`config.mk`:
```
export PLATFORM = sky130hd
export DESIGN_NAME = vc_wrr_arbiter
export DESIGN_NICKNAME = d
export VERILOG_FILES = /design/src/rtl/vc_wrr_arbiter.sv
export SDC_FILE = /design/constraint.sdc
export NUM_CORES = 1
export LEC_CHECK = 0
export CORE_ASPECT_RATIO = 1.5
export CORE_MARGIN = 2
export CORE_UTILIZATION = 40
export DETAILED_ROUTE_END_ITERATION = 6
export GPL_TIMING_DRIVEN = 0
export PLACE_DENSITY_LB_ADDON = 0.2
export SKIP_LAST_GASP = 1
export SLEW_MARGIN = 5
export SYNTH_ARGS = -nofsm -noshare
export SYNTH_HDL_FRONTEND = slang
export SYNTH_SLANG_ARGS = --single-unit
```
`constraint.sdc`:
```
create_clock -name clk -period 2.3 [get_ports clk]
set_input_delay 0.46 -clock clk [delete_from_list [all_inputs] [get_ports clk]]
set_output_delay 0.46 -clock clk [all_outputs]
set_load 0.005 [all_outputs]
```
`src/rtl/vc_wrr_arbiter.sv`:
```
// vc_wrr_arbiter: weighted round-robin read scheduler that drains two VC fifos
// into one downstream fifo. VC0 wins ties from IDLE and owns W0 grants per turn.
// VC1 owns W1 grants per turn. Every read strobe produces exactly one registered
// word on data_out, two cycles after the strobe.
module vc_wrr_arbiter #(
  parameter int BW16 = 6,
  parameter int W0   = 4,
  parameter int W1   = 1,
  parameter int CW   = 4
) (
  input  logic            clk,
  input  logic            reset_L,
  input  logic            VC0_empty,
  input  logic            VC1_empty,
  input  logic [BW16-1:0] VC0_data_out,
  input  logic [BW16-1:0] VC1_data_out,
  input  logic            D_almost_full,
  output logic            VC0_rd,
  output logic            VC1_rd,
  output logic [BW16-1:0] data_out,
  output logic            valid_out,
  output logic            active_vc
);

  typedef enum logic [1:0] {
    IDLE   = 2'd0,
    SERVE0 = 2'd1,
    SERVE1 = 2'd2
  } state_e;

  localparam logic [CW-1:0] W0C  = CW'(W0);
  localparam logic [CW-1:0] W1C  = CW'(W1);
  localparam logic [CW-1:0] ONEC = CW'(1);

  state_e        state_q, state_d;
  logic [CW-1:0] cnt_q, cnt_d;

  // Read pipeline: stage 1 remembers which fifo was popped, stage 2 is the
  // registered word presented downstream.
  logic            rd_vld_q, rd_vld_d;
  logic            src_q, src_d;
  logic            valid_q, valid_d;
  logic            vc_q, vc_d;
  logic [BW16-1:0] data_q, data_d;

  // Both VC read ports as one packed array, indexed by the registered source.
  logic [1:0][BW16-1:0] vc_data;
  assign vc_data = {VC1_data_out, VC0_data_out};

  logic e0, e1;
  assign e0 = !VC0_empty && !D_almost_full;
  assign e1 = !VC1_empty && !D_almost_full;

  // FSM state and credit register
  always_ff @(posedge clk or negedge reset_L) begin
    if (!reset_L) begin
      state_q <= IDLE;
      cnt_q   <= '0;
    end else begin
      state_q <= state_d;
      cnt_q   <= cnt_d;
    end
  end

  // Next state and credit: a turn ends on exhausted credit or an empty fifo;
  // an exhausted turn with the other VC empty simply refills the same VC.
  always_comb begin
    state_d = state_q;
    cnt_d   = cnt_q;
    unique case (state_q)
      IDLE: begin
        if (e0) begin
          state_d = SERVE0;
          cnt_d   = W0C;
        end else if (e1) begin
          state_d = SERVE1;
          cnt_d   = W1C;
        end
      end
      SERVE0: begin
        if (!D_almost_full) begin
          if (VC0_empty) begin
            // leftover credit is dropped
            if (!VC1_empty) begin
              state_d = SERVE1;
              cnt_d   = W1C;
            end else begin
              state_d = IDLE;
              cnt_d   = '0;
            end
          end else if (cnt_q > ONEC) begin
            cnt_d = cnt_q - ONEC;
          end else if (!VC1_empty) begin
            state_d = SERVE1;
            cnt_d   = W1C;
          end else begin
            cnt_d = W0C;
          end
        end
      end
      SERVE1: begin
        if (!D_almost_full) begin
          if (VC1_empty) begin
            if (!VC0_empty) begin
              state_d = SERVE0;
              cnt_d   = W0C;
            end else begin
              state_d = IDLE;
              cnt_d   = '0;
            end
          end else if (cnt_q > ONEC) begin
            cnt_d = cnt_q - ONEC;
          end else if (!VC0_empty) begin
            state_d = SERVE0;
            cnt_d   = W0C;
          end else begin
            cnt_d = W1C;
          end
        end
      end
      default: begin
        state_d = IDLE;
        cnt_d   = '0;
      end
    endcase
  end

  // Read strobes: only the served VC may pop, and never while reset is held
  always_comb begin
    VC0_rd = reset_L && (state_q == SERVE0) && e0;
    VC1_rd = reset_L && (state_q == SERVE1) && e1;
  end

  // Datapath next values: capture the source at the strobe, then the fifo word
  // one cycle later; data_out and active_vc hold when nothing is delivered.
  always_comb begin
    rd_vld_d = VC0_rd || VC1_rd;
    src_d    = VC1_rd ? 1'b1 : (VC0_rd ? 1'b0 : src_q);
    valid_d  = rd_vld_q;
    data_d   = rd_vld_q ? vc_data[src_q] : data_q;
    vc_d     = rd_vld_q ? src_q : vc_q;
  end

  // Datapath registers; reset discards anything in flight
  always_ff @(posedge clk or negedge reset_L) begin
    if (!reset_L) begin
      rd_vld_q <= 1'b0;
      src_q    <= 1'b0;
      valid_q  <= 1'b0;
      vc_q     <= 1'b0;
      data_q   <= '0;
    end else begin
      rd_vld_q <= rd_vld_d;
      src_q    <= src_d;
      valid_q  <= valid_d;
      vc_q     <= vc_d;
      data_q   <= data_d;
    end
  end

  assign data_out  = data_q;
  assign valid_out = valid_q;
  assign active_vc = vc_q;

endmodule

```
==> impl_metrics.py, run 1 <==
metrics = {
    "global_route": {
        "grt_use_total": 0.179,
        "grt_pass1_vias": 872,
        "grt-ovfl-total": 0,
        "antenna_found_initial": 0,
        "grt_pass1_wl_mm": 3.84,
        "grt_max_degree": 19,
    },
    "floorplanning": {
        "die_w_um": 44.2,
        "dieArea_um2": 2850,
        "coreArea_um2": 2260,
        "io_pins": 27,
        "start_util": 0.430,
        "dieHeight_um": 64.3,
        "row_count": 21,
    },
    "detailed_routing": {
        "vias_per_cell": 5.73,
        "drc": 0,
        "drtIter0Drc": 33,
        "via_count": 940,
        "ant_nets": 0,
        "dr.pass1.iters": 4,
        "drt-total-wl_mm": 2.33,
        "wl_per_cell_um": 14.2,
    },
    "power": {
        "total_power_uw": 1530,
        "vdd_drop_max_mv": 0.524,
        "p_leak_uw": 0.000599,
        "p_seq_frac": 0.333,
        "pwr-share-clk": 0.121,
        "pwr-share-comb": 0.545,
        "p_per_area_nw_per_um2": 1160,
        "p_sw_uw": 596,
        "switching_share": 0.389,
        "p_int_uw": 937,
    },
    "placement": {
        "dp_hpwl_mm": 1.75,
        "post_dp_cell_area_um2": 1240,
        "gp_congestion": 0.812,
        "post-place-ws_ns": -0.516,
        "port_buffers": 24,
    },
    "setup_path": {
        "worstPathRequired_ns": 1.84,
        "critical_path_peak_fanout": 6,
        "critPathMaxStageDelay_ns": 0.50,
        "cp_cell_sequence": "inv_2, nand3b_1, nand3b_1, inv_1, clkdlybuf4s50_1",
        "start_kind": "flip-flop",
        "slowest_stage": "clkdlybuf4s50_1",
        "worstSetupPathType": "flip-flop to output port",
        "arrival_ns": 1.77,
        "cp-end-kind": "output port",
        "cpMostUsedCell": "nand3b_1",
    },
    "clock_tree": {
        "cts_tree": "yes",
        "cts-root-buf": "clkbuf_4",
        "cts_made_buffers": 3,
        "htree_levels": 1,
        "path_clk_slew_ns": 0.09,
        "clock_latency_ns": 0.29,
        "clock_path_buffers": 2,
        "cts.sinks": 16,
        "ctsHoldBuffers": 0,
    },
    "timing": {
        "layout_min_cycle_time_ns": 2.23,
        "fin_skew_ns": 0.00635,
        "min_period_over_period": 0.970,
        "relSlewSlack": 0.588,
        "fin_ws_ns": 0.0692,
        "finalHoldViolations": 0,
        "drv_slew": 0,
        "hold-worst-slack_ns": 0.0740,
        "setup_viol": 0,
        "fmax_ghz": 0.448,
        "tightest_slew_ns": 0.616,
    },
    "layout": {
        "final_area_um2": 1320,
        "fillers": 219,
        "syn_to_final_growth_pct": 36.2,
        "final_common_cell": "clkdlybuf4s50_1",
        "antennaDiodeCount": 0,
        "final_cell_mix": "clkdlybuf4s50_1 (22), dfrtp_1 (14), nand2_1 (11), nor2_1 (11), a21oi_1 (9)",
        "fin_util": 0.585,
        "finalNetCount": 161,
        "drive_gt1_frac": 0.163,
    },
    "synth": {
        "yosys_most_used_dff": "dfrtp_1",
        "synth_area_leaders": "dfrtp_1 (41%), mux2i_1 (6.2%), a21oi_1 (4.6%), nor2_1 (4.6%), nand2_1 (4.3%)",
        "netlist_area_um2": 971,
        "synth_top_area_share": 0.412,
        "syn_area_per_cell_um2": 8.99,
        "async_flop_share": 1.00,
        "synth_edf_count": 0,
        "netlist-cell-type-count": 38,
        "synth_top_cell_by_area": "dfrtp_1",
        "yosysWarnings": 0,
        "ys_ff_latch": 16,
        "synth.net_count": 127,
        "synth-seq-area-share": 0.412,
        "syn_inst": 108,
    },
    "worst_hold_path": {
        "min_path_type": "primary input to asynchronous set/reset pin",
    },
    "status": {
        "outcome": "finished, final reports clean",
    },
    "flow_run": {
        "cap_violations": 0,
    },
}
critical path, delay by kind of cell, from the launching register on:
kind                   cells  cell delay (ns)
buffers and inverters      3             0.69
DFF                        1             0.46
and+or+nand+nor            2             0.34
per-layer routing:
layer	vias to the layer above	GRT usage	part of all wire
li1	449	-	-
met1	443	0.196	0.40
met2	41	0.307	0.50
met3	7	0.0282	0.073
met4	0	0.114	0.032
met5	-	0	0
power groups by stage:
stage | clock, uW | combinational, uW | sequential (uW)
2_1_floorplan | 0 | 553 | 473
3_3_place_gp | 0 | 796 | 475
3_5_place_dp | 0 | 820 | 482
4_1_cts | 193 | 773 | 519
5_1_grt | 207 | 926 | 534
6_report | 186 | 836 | 511
through the flow:
step / setup TNS [ns] / instances
after floorplan: 0 / 108
after global placement: -0.935 / 155
after detailed placement: -0.995 / 155
after CTS: 0 / 160
after global routing: -0.0291 / 164
final: 0 / 164
path summary, 6_finish.rpt:
path | startpoint | to | slack, ns | depth (start not counted)
worst max-delay path | state_q[0] | VC1_rd | 0.07 | 5
worst min-delay path | reset_L | active_vc | 0.07 | 1
worst max register to register | cnt_q[0] | cnt_q[0] | 0.49 | 7
worst min register to register | rd_vld_q | valid_out | 0.47 | 0
max in group asynchronous | reset_L | state_q[1] | 1.92 | 1
min in group clk | rd_vld_q | valid_out | 0.47 | 0
registers in the layout (all words and copies together), names as in the netlist:
signal	count
state_q	2
data_out	6
active_vc	1
valid_out	1
src_q	1
rd_vld_q	1
cnt_q	4
timing repair:
| action | CTS | global route |
|---|---|---|
| resized for setup | 4 | 5 |
| setup endpoints to repair | 2 | 2 |
| buffers inserted | 3 | 4 |
kinds of logic after synthesis:
group,Yosys count,synth area share
compound gates,30,0.222
fa+ha+maj,2,0.0258
buf+inv,15,0.0683
flops,16,0.412
mux,7,0.0735
simple gates,38,0.198
final cells by class:
class | instances | area (um2) | share of cell area
repair buffers | 31 | 290 | 0.219
inverters | 8 | 30.0 | 0.0227
multi-input cells | 77 | 507 | 0.383
plain buffers | 5 | 27.5 | 0.0208
clock buffers | 4 | 36.3 | 0.0274
well taps | 23 | 28.8 | 0.0218
flip-flops and latches | 16 | 403 | 0.305
cells in the mapped netlist, types with 3 or more instances:
| cell | number |
|---|---|
| a21oi_1 | 9 |
| clkbuf_1 | 4 |
| dfrtp_1 | 16 |
| inv_1 | 6 |
| mux2i_1 | 6 |
| nand2_1 | 11 |
| nand3b_1 | 3 |
| nor2_1 | 12 |
No activity file was read; power rests on OpenSTA's default activity.
==> run 2: changes to the inputs <==
- ABC_CLOCK_PERIOD_IN_PS: default -> 2300
==> results of run 2 <==
Final layout, timing and power as in run 1 (identical DEF).
==> run 3: changes to the inputs <==
- CTS_CLUSTER_SIZE: default -> 24
==> results of run 3 <==
Final layout, timing and power as in run 1 (identical DEF).
==> variant 1, RTL diff (config.mk and constraints of run 2) <==
`data_q` no longer has a reset.
--- a/src/rtl/vc_wrr_arbiter.sv
+++ b/src/rtl/vc_wrr_arbiter.sv
@@ -148,14 +148,16 @@
       src_q    <= 1'b0;
       valid_q  <= 1'b0;
       vc_q     <= 1'b0;
-      data_q   <= '0;
     end else begin
       rd_vld_q <= rd_vld_d;
       src_q    <= src_d;
       valid_q  <= valid_d;
       vc_q     <= vc_d;
-      data_q   <= data_d;
     end
+  end
+
+  always_ff @(posedge clk) begin
+    data_q <= data_d;
   end
 
   assign data_out  = data_q;
Check against the original RTL: differs if reset_L is asserted again (counterexample within 4 cycles, from zero or initial values and one cycle with reset_L low); with reset_L held inactive, the same outputs for 10 cycles.
==> variant 1 against run 2 <==
  * Cell area is 1.1% lower
  * Setup slack better by 63 ps
  * Sequential cell count stayed put
  * Clock power is 27% lower
  * Synthesized area is 0.39% higher
  * Power is 14% lower
  * Wire length is 12% lower
  * Sequential share of layout area is 2.6 points higher
  * Critical endpoint unchanged
  * Highest routed layer unchanged
==> variant 1: results (changes against run 2) <==
run_status:
  status: "completed"  # unchanged
finish:
  final_cells: 150  # was 164
  drive_gt1_share_pct: 22.0  # was 16.3%
  nFillCells: 213  # was 219
clock_tree:
  htree_levels: 1  # unchanged
  clock_latency_ps: 270  # was 290 ps
placed_design:
  gp_congestion: 0.783  # was 0.812
  dpl.cell_count: 143  # was 155
  place_ws_ps: -241  # was -516 ps
  placed_area_um2: 1240  # about the same
route:
  wire_per_inst_um: 13.7  # was 14.2 um
  firstDrtPassIters: 3  # was 4
  drt_iter0_markers: 9  # was 33
  viasPerCell: 5.44  # was 5.73
global_routing:
  grt_use_total_pct: 15.8  # was 17.9%
  grt_pass1_vias: 741  # was 872
  grt_max_degree: 13  # was 19
yosys:
  synthArstFlopShare_pct: 62.5  # was 100%
  post_synth.cell_area_avg_um2: 10.2  # was 8.99 um^2
  synth.top_cells.by_count: "dfrtp_1 (10), nand2_1 (9), inv_1 (8)"  # was dfrtp_1 (16), nor2_1 (12), nand2_1 (11)
  synth_nets: 115  # was 127
critical_path:
  reg2reg_to: "cnt_q[3]$_DFFE_PN0P_"  # was cnt_q[0]$_DFFE_PN0P_
  cp_max_fo: 8  # was 6
  reg2reg_slack_ps: 400  # was 490 ps
  cp.arrival_ps: 1710  # was 1770 ps
power_and_ir_drop:
  power_leakage_nw: 0.552  # was 0.599 nW
  irDropWorstVdd_v: 0.000634  # was 0.000524 V
sta:
  relSlewSlack_pct: 70.1  # was 58.8%
-- variant 1: repair_timing --
action,in CTS,in global routing
resized for setup,4,7
buffers inserted,2,3
endpoints found under the hold margin,0,0
endpoints found under the setup margin,2,2
-- variant 1: worst max-delay path by stage --
stage,from,to,slack (ps)
after floorplan,cnt_q[0]$_DFFE_PN0P_,cnt_q[0]$_DFFE_PN0P_,650
after global placement,reset_L,VC0_rd,-250
after detailed placement,reset_L,VC0_rd,-240
after CTS,reset_L,VC0_rd,30
after global routing,state_q[0]$_DFFE_PN0P_,VC1_rd,4
final,state_q[0]$_DFFE_PN0P_,VC1_rd,130
-- variant 1: worst max-delay path: stages (launching register included) --
cell             delay [ps]
dfrtp_2                 470
inv_1                    90
nand3_1                 120
nand3b_1                200
inv_1                    60
clkdlybuf4s50_1         490
-- variant 1: area by class of cell --
class                      instances  share of cell area (%)
multi-input combinational         66                    37.4
sequential                        16                    33.0
inverter                           8                    2.30
timing repair buffer              29                    20.8
tap                               23                    2.20
clock buffer                       3                    1.72
buffer                             5                    2.58
-- variant 1: cell families after synthesis --
family                     after synthesis  synth area share [%]
buffers and inverters                   14                  6.42
DFF                                     16                  44.2
AOI/OAI and AO/OA                       26                  20.7
and+or+nand+nor                         31                  18.1
adders and majority gates                2                  2.57
muxes                                    7                  8.09
-- variant 1: per-layer routing --
layer	part of all wire, %	vias up	global-route usage, %
met5	0	-	0
met4	1.4	0	8.71
met3	5.8	4	3.34
met2	53	24	27.0
met1	40	374	17.4
li1	-	414	-
-- variant 1: through the flow --
step	utilization [%]	hold WS, ps
after CTS	56.5	247
after detailed placement	55.0	503
after floorplan	-	164
after global placement	55.0	490
final	57.9	45.7
after global routing	57.9	44.2
-- variant 1: report_power, final --
part           switching, mW  total (mW)  leakage (nW)  internal [mW]
clock                 0.0742       0.135        0.0138         0.0606
sequential            0.0928       0.469         0.184          0.376
combinational          0.338       0.720         0.354          0.382
==> variant 2, RTL diff (flow settings as in run 2) <==
Without the edit above. The parameter `CW` goes from 4 to 6.
--- a/src/rtl/vc_wrr_arbiter.sv
+++ b/src/rtl/vc_wrr_arbiter.sv
@@ -6,7 +6,7 @@
   parameter int BW16 = 6,
   parameter int W0   = 4,
   parameter int W1   = 1,
-  parameter int CW   = 4
+  parameter int CW   = 6
 ) (
   input  logic            clk,
   input  logic            reset_L,
Check against the original RTL: same outputs for any inputs over 10 cycles, from zero or initial values and one cycle with reset_L low; that may be too few to reach the edited logic, so the function may still have changed.
==> variant 2 against run 2 <==
  * First-iteration DRC count decreased by 42%
  * Clock skew decreased by 3.7 ps
  * Register-to-register slack got worse by 60 ps
  * Critical path depth decreased by 1
  * Sequential cell count increased by 2
  * Setup slack improved by 34 ps
  * Synthesized area increased by 18%
  * Worst hold slack improved by 72 ps
  * Wire length increased by 14%
  * Utilization decreased by 3.8 points
  * Count of clock-buffer cells in the layout decreased by 1
  * Non-clock buffer count decreased by 2
  * Power increased by 16%
  * Cell area increased by 12%
  * Critical path type unchanged
  * Critical endpoint unchanged
  * Largest cell class unchanged
  * Highest routed layer unchanged
==> variant 2: results (changes against run 2) <==
yosys:
  ys_warn_count: 0  # unchanged
  synth_cells: 116  # was 108
  synth.top_cells.by_count: "dfrtp_1 (18), a21oi_1 (13), nor2_1 (9)"  # was dfrtp_1 (16), nor2_1 (12), nand2_1 (11)
  synth_nets: 135  # was 127
  synthTopCellsByArea: "dfrtp_1 (39%), mux2i_1 (6.1%), a21oi_1 (5.7%)"  # was dfrtp_1 (41%), mux2i_1 (6.2%), a21oi_1 (4.6%)
  synth_xor_area_share_pct: 1.53  # was 0%
  synth_compound_area_share_pct: 26.7  # was 22.2%
  synth_cell_types: 45  # was 38
  synth_fa_ha_area_share_pct: 2.18  # was 2.58%
  synthArstFlopShare_pct: 100  # unchanged
  ys_seq_area_share_pct: 39.3  # was 41.2%
  synth.area.mux_share_pct: 7.10  # was 7.35%
route:
  num_vias: 1024  # was 940
  drt_iter0_markers: 19  # was 33
  wirelength_um: 2650  # was 2330 um
  wire_per_inst_um: 14.6  # was 14.2 um
critical_path:
  end_kind: "output port"  # unchanged
  cpMaxStageDelayCell: "clkdlybuf4s50_1"  # unchanged
  cp_max_fo: 10  # was 6
  reg2reg_slack_ps: 430  # was 490 ps
  reg2reg_to: "cnt_q[4]$_DFFE_PN0P_"  # was cnt_q[0]$_DFFE_PN0P_
  crit_family: "buffers and inverters"  # unchanged
  reg2reg_from: "cnt_q[0]$_DFFE_PN0P_"  # unchanged
  crit_end: "VC1_rd"  # unchanged
  critPathLaunch: "state_q[1]$_DFFE_PN0P_"  # was state_q[0]$_DFFE_PN0P_
  reg2regPathDepth: 7  # unchanged
  cp.arrival_ps: 1740  # was 1770 ps
global_routing:
  grt_max_degree: 20  # was 19
  grt_use_total_pct: 17.6  # was 17.9%
  antenna_found_initial: 0  # unchanged
  grt_pass1_wl_um: 4370  # was 3840 um
power_and_ir_drop:
  irDropWorstVdd_v: 0.000684  # was 0.000524 V
  power_leakage_nw: 0.610  # was 0.599 nW
run_status:
  status: "completed"  # unchanged
sta:
  finalCritPeriodShare_pct: 95.5  # was 97.0%
  fin_worst_skew_ps: 2.61  # was 6.35 ps
  relSlewSlack_pct: 63.1  # was 58.8%
clock_tree:
  cts-root-buf: "clkbuf_8"  # was clkbuf_4
  clock_latency_ps: 240  # was 290 ps
  htree_levels: 1  # unchanged
  clk_pin_slew_ps: 60  # was 90 ps
  cts_made_buffers: 3  # unchanged
placed_design:
  hpwlAfterDp_um: 2040  # was 1750 um
  gp_congestion: 0.819  # was 0.812
  place_ws_ps: -598  # was -516 ps
  placed_area_um2: 1440  # was 1240 um^2
  dpl.cell_count: 178  # was 155
  port_buffers: 25  # was 24
finish:
  diodes: 0  # unchanged
  drive_gt1_share_pct: 13.1  # was 16.3%
  nets: 166  # was 161
[variant 2: repair_timing]
action / 4_1_cts / 5_1_grt
gates resized for setup: 5 / 4
setup buffers: 1 / 0
setup endpoints to repair: 2 / 1
pin swaps: 1 / 0
[variant 2: worst min path at each step]
stage,slack [ps],startpoint,cells past startpoint,to
after floorplan,160,reset_L,0,active_vc$_DFFE_PN0P_
after global placement,450,rd_vld_q$_DFF_PN0_,0,valid_out$_DFF_PN0_
after detailed placement,460,rd_vld_q$_DFF_PN0_,0,valid_out$_DFF_PN0_
after CTS,270,reset_L,1,valid_out$_DFF_PN0_
after global routing,170,reset_L,1,data_out[0]$_DFFE_PN0P_
final,150,reset_L,1,valid_out$_DFF_PN0_
[variant 2: metal layers]
| layer | share of wire, % | track usage, % | up-vias |
|---|---|---|---|
| met5 | 0 | 0 | - |
| met4 | 0.68 | 7.51 | 0 |
| met3 | 6.2 | 3.39 | 2 |
| met2 | 54 | 29.3 | 30 |
| met1 | 39 | 20.4 | 498 |
| li1 | - | - | 494 |
[variant 2: layout make-up]
| cell class | instances | area [um^2] |
|---|---|---|
| plain buffers | 8 | 47.5 |
| clock buffers | 3 | 41.3 |
| fillers | 268 | 1220 |
| inverters | 5 | 18.8 |
| multi-input cells | 85 | 629 |
| flip-flops and latches | 18 | 450 |
| well taps | 37 | 46.3 |
| repair buffers | 26 | 246 |
[variant 2: metrics by stage]
| step | utilization [%] | setup TNS (ps) |
|---|---|---|
| after floorplan | - | 0 |
| after global placement | 53.3 | -1120 |
| after detailed placement | 53.3 | -1190 |
| after CTS | 55.1 | 0 |
| after global routing | 54.7 | 0 |
| final | 54.7 | 0 |
[variant 2: report_power, final]
group,internal (mW),switching (mW),total [mW]
Clock,0.116,0.0923,0.208
Sequential,0.448,0.0978,0.546
Combinational,0.508,0.517,1.03
